### src/rtl/button_pkg.sv
// Shared types and constants for the button event path.
package button_pkg;

  // FSM state encoding; ARM waits for the button to be seen released first.
  typedef enum logic [1:0] {
    ST_ARM     = 2'd0,
    ST_IDLE    = 2'd1,
    ST_PRESSED = 2'd2,
    ST_HELD    = 2'd3
  } state_t;

  localparam int PRESS_CNT_W       = 8;
  localparam int DEF_HOLD_CYCLES   = 50_000_000;
  localparam int DEF_REPEAT_CYCLES = 10_000_000;
  localparam int DEF_CNT_W         = 26;

  // Press counter update: a clear takes effect before the increment.
  function automatic logic [PRESS_CNT_W-1:0] count_next(
    input logic [PRESS_CNT_W-1:0] cur,
    input logic                   clr,
    input logic                   inc
  );
    logic [PRESS_CNT_W-1:0] base;
    base = clr ? '0 : cur;
    return base + PRESS_CNT_W'(inc);
  endfunction

endpackage

### src/rtl/button_timer.sv
// Up-counter shared by the PRESSED and HELD phases; the terminal value is
// supplied by the owner so one counter serves both thresholds.
module button_timer #(
  parameter int CNT_W = 26
) (
  input  logic             clock,
  input  logic             reset_n,
  input  logic             clr,
  input  logic             en,
  input  logic [CNT_W-1:0] terminal,
  output logic             done
);

  logic [CNT_W-1:0] count;

  // done is a combinational strobe in the cycle the counter sits on terminal.
  assign done = en && (count == terminal);

  // Counter: clear wins, wrap to zero on terminal, otherwise count while enabled.
  always_ff @(posedge clock or negedge reset_n) begin
    if (!reset_n) begin
      count <= '0;
    end else if (clr || done) begin
      count <= '0;
    end else if (en) begin
      count <= count + 1'b1;
    end
  end

endmodule

### src/rtl/button_event.sv
// Turns the debounced button level into single-cycle press/release/click/
// hold/repeat events, a held level and a wrapping press counter.
module button_event
  import button_pkg::*;
#(
  parameter int HOLD_CYCLES   = DEF_HOLD_CYCLES,
  parameter int REPEAT_CYCLES = DEF_REPEAT_CYCLES,
  parameter int CNT_W         = DEF_CNT_W
) (
  input  logic                   clock,
  input  logic                   reset_n,
  input  logic                   btn_level,
  input  logic                   repeat_en,
  input  logic                   count_clr,
  output logic                   press_pulse,
  output logic                   release_pulse,
  output logic                   click_pulse,
  output logic                   hold_pulse,
  output logic                   repeat_pulse,
  output logic                   held,
  output logic [PRESS_CNT_W-1:0] press_count,
  output logic [1:0]             state_dbg
);

  localparam logic [CNT_W-1:0] HOLD_TERM   = CNT_W'(HOLD_CYCLES - 1);
  localparam logic [CNT_W-1:0] REPEAT_TERM = CNT_W'(REPEAT_CYCLES - 1);

  state_t           state;
  state_t           next_state;
  logic             press_d;
  logic             release_d;
  logic             click_d;
  logic             hold_d;
  logic             repeat_d;
  logic             timer_clr;
  logic             timer_en;
  logic             timer_done;
  logic [CNT_W-1:0] terminal;

  assign state_dbg = state;

  // Terminal value depends on which timed phase the FSM is in.
  always_comb begin
    terminal = (state == ST_HELD) ? REPEAT_TERM : HOLD_TERM;
  end

  button_timer #(
    .CNT_W (CNT_W)
  ) u_timer (
    .clock    (clock),
    .reset_n  (reset_n),
    .clr      (timer_clr),
    .en       (timer_en),
    .terminal (terminal),
    .done     (timer_done)
  );

  // State register.
  always_ff @(posedge clock or negedge reset_n) begin
    if (!reset_n) begin
      state <= ST_ARM;
    end else begin
      state <= next_state;
    end
  end

  // Next-state and event decode; a release always beats a terminal count.
  always_comb begin
    next_state = state;
    press_d    = 1'b0;
    release_d  = 1'b0;
    click_d    = 1'b0;
    hold_d     = 1'b0;
    repeat_d   = 1'b0;
    case (state)
      ST_ARM: begin
        if (!btn_level) next_state = ST_IDLE;
      end
      ST_IDLE: begin
        if (btn_level) begin
          next_state = ST_PRESSED;
          press_d    = 1'b1;
        end
      end
      ST_PRESSED: begin
        if (!btn_level) begin
          next_state = ST_IDLE;
          release_d  = 1'b1;
          click_d    = 1'b1;
        end else if (timer_done) begin
          next_state = ST_HELD;
          hold_d     = 1'b1;
        end
      end
      ST_HELD: begin
        if (!btn_level) begin
          next_state = ST_IDLE;
          release_d  = 1'b1;
        end else if (timer_done) begin
          repeat_d = repeat_en;
        end
      end
      default: next_state = ST_ARM;
    endcase
  end

  // Timer runs only in the timed phases and restarts on every state change.
  always_comb begin
    timer_en  = (state == ST_PRESSED) || (state == ST_HELD);
    timer_clr = (next_state != state);
  end

  // Registered outputs.
  always_ff @(posedge clock or negedge reset_n) begin
    if (!reset_n) begin
      press_pulse   <= 1'b0;
      release_pulse <= 1'b0;
      click_pulse   <= 1'b0;
      hold_pulse    <= 1'b0;
      repeat_pulse  <= 1'b0;
      held          <= 1'b0;
      press_count   <= '0;
    end else begin
      press_pulse   <= press_d;
      release_pulse <= release_d;
      click_pulse   <= click_d;
      hold_pulse    <= hold_d;
      repeat_pulse  <= repeat_d;
      held          <= (next_state == ST_HELD);
      press_count   <= count_next(press_count, count_clr, press_d);
    end
  end

endmodule

### config.mk
export PLATFORM = sky130hd
export DESIGN_NAME = button_event
export DESIGN_NICKNAME = d
export VERILOG_FILES = /design/src/rtl/button_pkg.sv /design/src/rtl/button_timer.sv /design/src/rtl/button_event.sv
export SDC_FILE = /design/constraint.sdc
export NUM_CORES = 1
export LEC_CHECK = 0
export ABC_CLOCK_PERIOD_IN_PS = 4690
export CAP_MARGIN = 20
export CORE_AREA = 2 2 72 74
export DETAILED_ROUTE_END_ITERATION = 8
export DIE_AREA = 0 0 74 76
export PLACE_DENSITY = 0.77
export SYNTH_ARGS = -nofsm -noshare
export SYNTH_HDL_FRONTEND = slang
export SYNTH_HIERARCHICAL = 1
export SYNTH_SLANG_ARGS = --single-unit
### constraint.sdc
create_clock -name clock -period 4.69 [get_ports clock]
set_input_delay 1.1725 -clock clock [delete_from_list [all_inputs] [get_ports clock]]
set_output_delay 1.1725 -clock clock [all_outputs]
set_load 0.01 [all_outputs]
==> impl_metrics.toml <==
[run_status]
status = "completed"

[layout]
fin_util_pct = 63.1
nets = 312
layout_commonest_cell = "dfrtp_1"
n_fill_cell = 407
stdcell_area_um2 = 3100
layout-drive-gt1-share_pct = 10.6
final_cell_mix = "dfrtp_1, xnor2_1, clkdlybuf4s50_1"
syn2layout_area_growth_pct = 14.1
stdcell_count = 371
diodes = 0

[routing]
post_drt_wl_per_cell_um = 15.7
drc = 0
drt_iter0_drc = 149
wl_um = 5830
dr.pass1.iters = 4
ant_nets = 0
routed_via_density = 5.78
vias = 2146

[critical_path]
worstPathRequired_ps = 4840
critPathKind = "flip-flop to flip-flop"
cp.arrival_ps = 3320
r2r_cells = 11
rr_startpoint = "state_dbg[1]$_DFF_PN0_"
cp_max_fo = 26
end_kind = "flip-flop"
rrSetupSlack_ps = 1520
worstReg2RegEnd = "u_timer/count[24]$_DFFE_PN0P_"
cp-start-kind = "flip-flop"

[grt]
grt_pass1_vias = 2122
grt_max_degree = 43
antenna_found_initial = 0
grt_pass1_wl_um = 10300
overflow = 0
grtUsageTotal_pct = 22.9

[timing]
hold_viol = 0
worst_pin_slew_ps = 925
rsz0062_at_grt = "false"
timing.fmax_ghz = 0.315
hold_ws_ps = 562
period_minus_slack_ps = 3170
period_share_pct = 67.6
tns_ps = 0
slew-limit-headroom_pct = 38.4
slew_viol_final = 0
fin_skew_ps = 8.19
finalSetupViolations = 0
setup_ws_ps = 1520

[worst_hold_path]
holdCritStartpoint = "press_count[7]$_DFF_PN0_"
holdPathStages = 2
whs_endpoint = "press_count[7]$_DFF_PN0_"
min_path_type = "flip-flop to flip-flop"

[synth]
ys_seq_area_share_pct = 38.7
synth_ff_type = "dfrtp_1"
syn_area_per_cell_um2 = 10.2
syn_area_um2 = 2720
synth-seq-cells = 42
syn_inst = 267
ys_types = 51
yosysWarnings = 6
async_reset_ff_share_pct = 100
synth_edf_count = 0

[clock_network]
numCtsBuffers = 5
cts_buffer_depth = 2
clkTransAtPathRegs_ps = 90
clockRootBuffer = "clkbuf_8"
cts_tree = "built"
cts_resized = 0
clk_latency_ps = 300
cts.sinks = 42
ctsHoldBuffers = 0
postCtsSetupBuffers = 0
cts_max_level = 2

[place]
place_area_um2 = 3010
dp_cells = 363
dp_slack_ps = 1540
gp_congestion = 0.793
port_buffers = 20
hpwl_um = 3950

[floorplan]
io_pins = 21
start_util_pct = 55.3
fp.dieW_um = 74
core-area_um2 = 4910
fp.dieH_um = 76
die_area_um2 = 5620
num_rows = 26

[job]
drv_cap = 0

[power]
power.total_mw = 1.03
ir_drop_v = 0.000294
power_density_nw_per_um2 = 333
p_leak_nw = 1.18
final cells by class:
cell class                 count  area (um^2)  area share, %
sequential                    42         1050           33.9
inverter                       7         26.3          0.847
clock inverter                 2         12.5          0.404
clock buffer                   6         82.6           2.66
multi-input combinational    221         1620           52.3
timing repair buffer          23          218           7.02
tap                           70         87.6           2.82
registers in the layout, indices dropped and copies added (netlist names):
name,count
click_pulse,1
hold_pulse,1
state_dbg,2
repeat_pulse,1
press_count,8
release_pulse,1
held,1
u_timer/count,26
press_pulse,1
synth_stat cells (8+ instances only):
cell type	number	area, um^2
o21ai_0	10	50.1
or3_1	8	50.1
a221oi_1	9	78.8
a211oi_1	11	82.6
nand4_1	8	50.1
a21oi_1	8	40.0
dfrtp_1	42	1050
nand3_1	14	70.1
nand2_1	13	48.8
xnor2_1	35	307
metal layers:
metal / up-vias / GRT usage, % / wire length, um
met5: - / 0 / 0
met4: 0 / 7.64 / 27
met3: 2 / 2.78 / 187
met2: 41 / 35.0 / 2830
met1: 1050 / 33.5 / 2780
li1: 1053 / - / -
worst max-delay path by stage:
stage | startpoint | endpoint | slack, ps | cells past startpoint
finish | state_dbg[1]$_DFF_PN0_ | u_timer/count[24]$_DFFE_PN0P_ | 1520 | 11
global route | state_dbg[1]$_DFF_PN0_ | u_timer/count[24]$_DFFE_PN0P_ | 1270 | 11
CTS | state_dbg[1]$_DFF_PN0_ | u_timer/count[24]$_DFFE_PN0P_ | 1510 | 11
detailed placement | btn_level | press_count[6]$_DFF_PN0_ | 1540 | 7
global placement | btn_level | press_count[6]$_DFF_PN0_ | 1630 | 7
floorplan | state_dbg[0]$_DFF_PN0_ | u_timer/count[18]$_DFFE_PN0P_ | 1220 | 13
critical path, stage by stage, from the launching register on:
cell	delay, ps
dfrtp_1	580
ha_1	340
inv_1	190
xnor2_1	180
nand4_1	160
nor4_4	300
and2_1	290
a21oi_1	120
a22oi_1	200
o221a_1	220
buf_4	320
a221oi_1	110
cells by family after synthesis:
family	Yosys count	share of synthesized area, %
and+or+nand+nor	98	24.0
AOI/OAI and AO/OA	58	16.9
DFF	42	38.7
xor gates and xnor gates	39	12.6
buffers and inverters	20	4.01
adders and majority gates	7	3.22
other	2	0.276
muxes	1	0.369
where the power goes:
part           internal [mW]  leakage, nW  switching (mW)
logic                  0.145        0.549           0.211
clock network          0.119       0.0472           0.133
registers              0.388        0.582          0.0369
No activity file was read; power rests on OpenSTA's default activity.
==> patch 1 (config.mk and constraints unchanged) <==
Make the reset (`reset_n`) synchronous in 3 clocked blocks.
--- a/src/rtl/button_timer.sv
+++ b/src/rtl/button_timer.sv
@@ -19,3 +19,3 @@
   // Counter: clear wins, wrap to zero on terminal, otherwise count while enabled.
-  always_ff @(posedge clock or negedge reset_n) begin
+  always_ff @(posedge clock) begin
     if (!reset_n) begin
--- a/src/rtl/button_event.sv
+++ b/src/rtl/button_event.sv
@@ -58,3 +58,3 @@
   // State register.
-  always_ff @(posedge clock or negedge reset_n) begin
+  always_ff @(posedge clock) begin
     if (!reset_n) begin
@@ -113,3 +113,3 @@
   // Registered outputs.
-  always_ff @(posedge clock or negedge reset_n) begin
+  always_ff @(posedge clock) begin
     if (!reset_n) begin
Function: differs if reset_n is asserted again (counterexample within 4 cycles, from zero or initial values and one cycle with reset_n low); with reset_n held inactive, the same outputs for 10 cycles.
==> patch 1 against the unedited design <==
- wire length fell by 29%
- sequential cell count unchanged
- first-iteration DRC count decreased by 76%
- synthesized area down 16%
- maximum frequency is 4.3% lower
- highest routed layer unchanged
- synthesized cell count down 3.7%
- die area did not move
- final area decreased by 13%
- worst setup slack worse by 0.14 ns
Power is not compared: it rests on default switching activity, and its combinational part moved more than twofold at a synthesized area within 25%.
==> patch 1: results (changes against the unedited design) <==
Finish
The net total in the final layout is 306 (was 312). The proportion of layout cells with a drive suffix above 1 is 6.10% (was 10.6%). The filler cell count is 444 (was 407).

The utilization after layout came to 54.7% (was 63.1%).

Detailed routing
The vias after detailed routing was 1,739 (was 2,146). The number of design-rule violations left by the first detailed-router iteration was 36 (was 149). The detailed-routed wire length on met2 is 1950 µm (was 2830 µm). The top layer reached by signal wires is met4 (unchanged). The met3 routed wirelength is 165 µm (was 187 µm).

The total wire length is 4150 µm (was 5830 µm). The met1 wire length is 1990 µm (was 2780 µm). The post-detailed-route wirelength per cell came to 11.4 µm (was 15.7 µm).

STA
The worst max-slew margin expressed relative to the limit is 52.7% (was 38.4%). The setup clock skew after layout was 0.00471 ns (was 0.00819 ns).

Yosys
The async set-or-reset flop fraction in the synthesized netlist was 0% (was 100%). Area contributors post-synth: sky130_fd_sc_hd__dfxtp_1 (37%), sky130_fd_sc_hd__xor2_1 (17%), sky130_fd_sc_hd__nor2_1 (5.8%) (was sky130_fd_sc_hd__dfrtp_1 (39%), sky130_fd_sc_hd__xnor2_1 (11%), sky130_fd_sc_hd__a221oi_2 (3.3%)). Top cells by instance count after synthesis: sky130_fd_sc_hd__xor2_1 (45), sky130_fd_sc_hd__dfxtp_1 (42), sky130_fd_sc_hd__nor2_1 (35), sky130_fd_sc_hd__nand2_1 (16), sky130_fd_sc_hd__nand3_1 (14) (was sky130_fd_sc_hd__dfrtp_1 (42), sky130_fd_sc_hd__xnor2_1 (35), sky130_fd_sc_hd__nand3_1 (14), sky130_fd_sc_hd__nand2_1 (13), sky130_fd_sc_hd__a211oi_1 (11)). The fraction of the mapped netlist area in adder cells was 3.85% (was 3.22%).

The share of cell area taken by muxes after synthesis came to 0.440% (was 0.368%). The leading register cell type out of synthesis was sky130_fd_sc_hd__dfxtp_1 (was sky130_fd_sc_hd__dfrtp_1). The share of synthesized area occupied by flip-flops and latches is 36.9% (was 38.7%).

The post-synthesis compound-gate area fraction is 5.66% (was 16.9%). The cell count after synthesis was 257 (was 267). The share of the synthesized netlist area taken by xor and xnor gates is 20.4% (was 12.6%).

The count of distinct cell types in the synthesized netlist is 43 (was 51).

Place
The placer's final routability congestion estimate is 0.852 (was 0.793). The pre-CTS worst setup slack is 1.46 ns (was 1.54 ns). The number of cells in the design after placement was 356 (was 363). The total cell area at the placement stage is 2580 µm² (was 3010 µm²).

The half-perimeter wire length after placement is 3020 µm (was 3950 µm).

Global routing
The wire length of the first global-routing pass is 7310 µm (was 10,300 µm). The total global-route track usage is 16.3% (was 22.9%). The pin count of the biggest net entering global routing is 27 (was 43).

The initial antenna violation count came to 0 (unchanged).

Outcome
Outcome: finished, final reports clean (unchanged).

Critical path
The data arrival time of the worst path came to 3.50 ns (was 3.32 ns). The master of the slowest instance on the critical path is sky130_fd_sc_hd__dfxtp_1 (was sky130_fd_sc_hd__dfrtp_1). The maximum fanout along the worst path is 18 (was 26).

Hold path
The start point of the worst hold path is press_count[7]$_SDFF_PN0_ (was press_count[7]$_DFF_PN0_).
==> patch 1: changes by cell type after synthesis, moves of 5 or more <==
cell                       unedited run  this run
sky130_fd_sc_hd__dfxtp_1              0        42
sky130_fd_sc_hd__a221oi_2             6         0
sky130_fd_sc_hd__buf_4                6         0
sky130_fd_sc_hd__xnor2_1             35         8
sky130_fd_sc_hd__a211oi_1            11         0
sky130_fd_sc_hd__a221oi_1             9         0
sky130_fd_sc_hd__nor2_1               5        35
sky130_fd_sc_hd__and3_1               7         2
sky130_fd_sc_hd__or3_1                8         1
sky130_fd_sc_hd__xor2_1               4        45
sky130_fd_sc_hd__nor4_1               1         7
sky130_fd_sc_hd__dfrtp_1             42         0
==> patch 1: power by group <==
| group | leakage (µW) | switching, µW | internal, µW |
|---|---|---|---|
| Combinational | 0.000676 | 30.0 | 23.9 |
| Clock | 0.0000482 | 118 | 119 |
| Sequential | 0.000338 | 3.42 | 358 |
==> patch 1: path summary, 6_finish.rpt <==
check / end / slack (ns) / cells after the start
max reg2reg: u_timer/count[24]$_SDFFE_PP0P_ / 1.38 / 12
min reg2reg: press_count[7]$_SDFF_PN0_ / 0.50 / 2
max: u_timer/count[24]$_SDFFE_PP0P_ / 1.38 / 12
min: press_count[7]$_SDFF_PN0_ / 0.50 / 2
==> patch 1: final cells by class <==
cell class | count | area share [%]
inverter | 8 | 1.12
clock inverter | 1 | 0.186
sequential | 42 | 31.3
tap | 70 | 3.26
multi-input combinational | 216 | 52.9
timing repair buffer | 21 | 8.01
clock buffer | 7 | 3.21
==> patch 1: per-layer routing <==
layer | track usage [%] | vias up
met5 | 0 | -
met4 | 4.91 | 0
met3 | 4.76 | 7
met2 | 26.6 | 28
met1 | 20.6 | 791
li1 | - | 913
==> patch 2 (same settings) <==
Without the edit above. `PRESS_CNT_W`: 8 -> 12.
--- a/src/rtl/button_pkg.sv
+++ b/src/rtl/button_pkg.sv
@@ -11,3 +11,3 @@
 
-  localparam int PRESS_CNT_W       = 8;
+  localparam int PRESS_CNT_W       = 12;
   localparam int DEF_HOLD_CYCLES   = 50_000_000;
Interface: changed (resized press_count); port bits go from 21 to 25. No check against the original RTL was run, so the function may have changed too.
==> patch 2 against the unedited design <==
- synthesized area grew 6.1%
- wire length grew 5.1%
- power grew 7.7%
- worst setup slack gained 0.075 ns
- count of clock-buffer cells in the layout is the same
- global-route usage grew 0.87 points
- final area grew 8.4%
- synthesized cell count grew 6.7%
- critical path type unchanged
- sequential cell count grew 4
- die area is the same
- largest power group unchanged
- hold slack lost 0.0094 ns
==> patch 2: results (changes against the unedited design) <==
Clock tree
The number of buffers inserted by post-CTS setup repair is 0 (unchanged). The clock transition at the registers of the reported paths is 0.09 ns (about the same).

STA
The measured slew at the worst slew-check pin is 0.631 ns (was 0.925 ns). The setup clock skew after layout is 0.00470 ns (was 0.00819 ns).

Global routing
The total global-route track usage was 23.8% (was 22.9%). The via count of the first global-routing pass is 2,147 (was 2,122). The wire length of the first global-routing pass is 10,600 µm (was 10,300 µm).

Place
The quantity of I/O buffers inserted on ports came to 24 (was 20). The placer's final routability congestion estimate was 0.828 (was 0.793). The half-perimeter wire length after placement is 4130 µm (was 3950 µm). The pre-CTS worst setup slack is 1.49 ns (was 1.54 ns).

Outcome
Outcome: finished, final reports clean (unchanged).

Yosys
The count of distinct cell types in the synthesized netlist is 48 (was 51). The post-synthesis average cell area came to 10.1 µm² (was 10.2 µm²). The total number of yosys warnings was 6 (unchanged). Area contributors post-synth: sky130_fd_sc_hd__dfrtp_1 (40%), sky130_fd_sc_hd__xnor2_1 (11%), sky130_fd_sc_hd__a211oi_1 (3.1%) (was sky130_fd_sc_hd__dfrtp_1 (39%), sky130_fd_sc_hd__xnor2_1 (11%), sky130_fd_sc_hd__a221oi_2 (3.3%)). The share of synthesized area occupied by flip-flops and latches came to 39.9% (was 38.7%). Top cells by instance count after synthesis: sky130_fd_sc_hd__dfrtp_1 (46), sky130_fd_sc_hd__xnor2_1 (36), sky130_fd_sc_hd__nand2_1 (16), sky130_fd_sc_hd__nor2_1 (13) (was sky130_fd_sc_hd__dfrtp_1 (42), sky130_fd_sc_hd__xnor2_1 (35), sky130_fd_sc_hd__nand3_1 (14), sky130_fd_sc_hd__nand2_1 (13), sky130_fd_sc_hd__a211oi_1 (11)).

Detailed routing
The number of design-rule violations left by the first detailed-router iteration is 191 (was 149). The total wire length is 6120 µm (was 5830 µm). The met3 routed wirelength is 270 µm (was 187 µm). The met1 wire length is 2880 µm (was 2780 µm). The detailed-routed wire length on met2 is 2910 µm (was 2830 µm). The mean number of vias per cell is 5.89 (was 5.78).

Finish
The proportion of layout cells with a drive suffix above 1 is 10.2% (was 10.6%). The post-route non-filler standard cell count is 394 (was 371). The net total in the final layout is 335 (was 312).

Critical path
The data arrival time of the worst path came to 3.26 ns (was 3.32 ns).

Run
The total of max-cap violations was 0 (unchanged).

Power
The peak supply drop is 0.328 mV (was 0.294 mV). The cell leakage power was 0.00130 µW (was 0.00118 µW).
[patch 2: worst register-to-register path, stage by stage (launching register included)]
cell and delay, ns:
sky130_fd_sc_hd__dfrtp_1 0.52, sky130_fd_sc_hd__ha_1 0.32, sky130_fd_sc_hd__inv_1 0.19, sky130_fd_sc_hd__xnor2_1 0.18
sky130_fd_sc_hd__nand4_1 0.16, sky130_fd_sc_hd__nor4_4 0.32, sky130_fd_sc_hd__and2_1 0.25, sky130_fd_sc_hd__nand2_1 0.07
sky130_fd_sc_hd__nand3b_1 0.11, sky130_fd_sc_hd__o21ai_0 0.15, sky130_fd_sc_hd__a211oi_4 0.26, sky130_fd_sc_hd__buf_4 0.34
sky130_fd_sc_hd__a221oi_1 0.11
[patch 2: power by group]
group	total [µW]	internal, µW	switching (µW)
Clock	296	159	137
Combinational	361	145	216
Sequential	457	423	33.3
Total	1110	727	385
[patch 2: worst paths after layout]
path,from,depth (start not counted),slack [ns],endpoint
hold reg to reg,press_count[11]$_DFF_PN0_,2,0.55,press_count[11]$_DFF_PN0_
hold / removal,press_count[11]$_DFF_PN0_,2,0.55,press_count[11]$_DFF_PN0_
min in group asynchronous,reset_n,1,0.77,press_count[11]$_DFF_PN0_
setup reg to reg,state_dbg[1]$_DFF_PN0_,12,1.59,u_timer/count[14]$_DFFE_PN0P_
max in group asynchronous,reset_n,2,3.42,u_timer/count[24]$_DFFE_PN0P_
setup / recovery,state_dbg[1]$_DFF_PN0_,12,1.59,u_timer/count[14]$_DFFE_PN0P_
[patch 2: logic make-up after synthesis]
logic type | Yosys count | share of synthesized area [%]
compound gates | 58 | 15.3
xor+xnor | 44 | 13.4
fa+ha+maj | 7 | 3.04
buf+inv | 20 | 3.56
flops | 46 | 39.9
mux | 1 | 0.347
other cells | 2 | 0.261
simple gates | 107 | 24.2
[patch 2: cell type report]
cell class,instances,area (µm²)
multi-input combinational,235,1710
fill,408,1550
sequential,46,1150
timing repair buffer,28,278
tap,70,87.6
clock buffer,6,72.6
clock inverter,2,37.5
inverter,7,26.3
[patch 2: per-stage QoR]
stage | total power [µW] | area, µm²
detailed placement | 823 | 3230
floorplan | 702 | 2940
global placement | 817 | 3230
global route | 1180 | 3360
CTS | 1120 | 3340
finish | 1110 | 3360
[patch 2: layer usage]
layer,vias to the layer above,track usage (%)
met3,5,4.76
met4,0,5.82
met5,-,0
met1,1145,35.9
li1,1115,-
met2,57,35.0
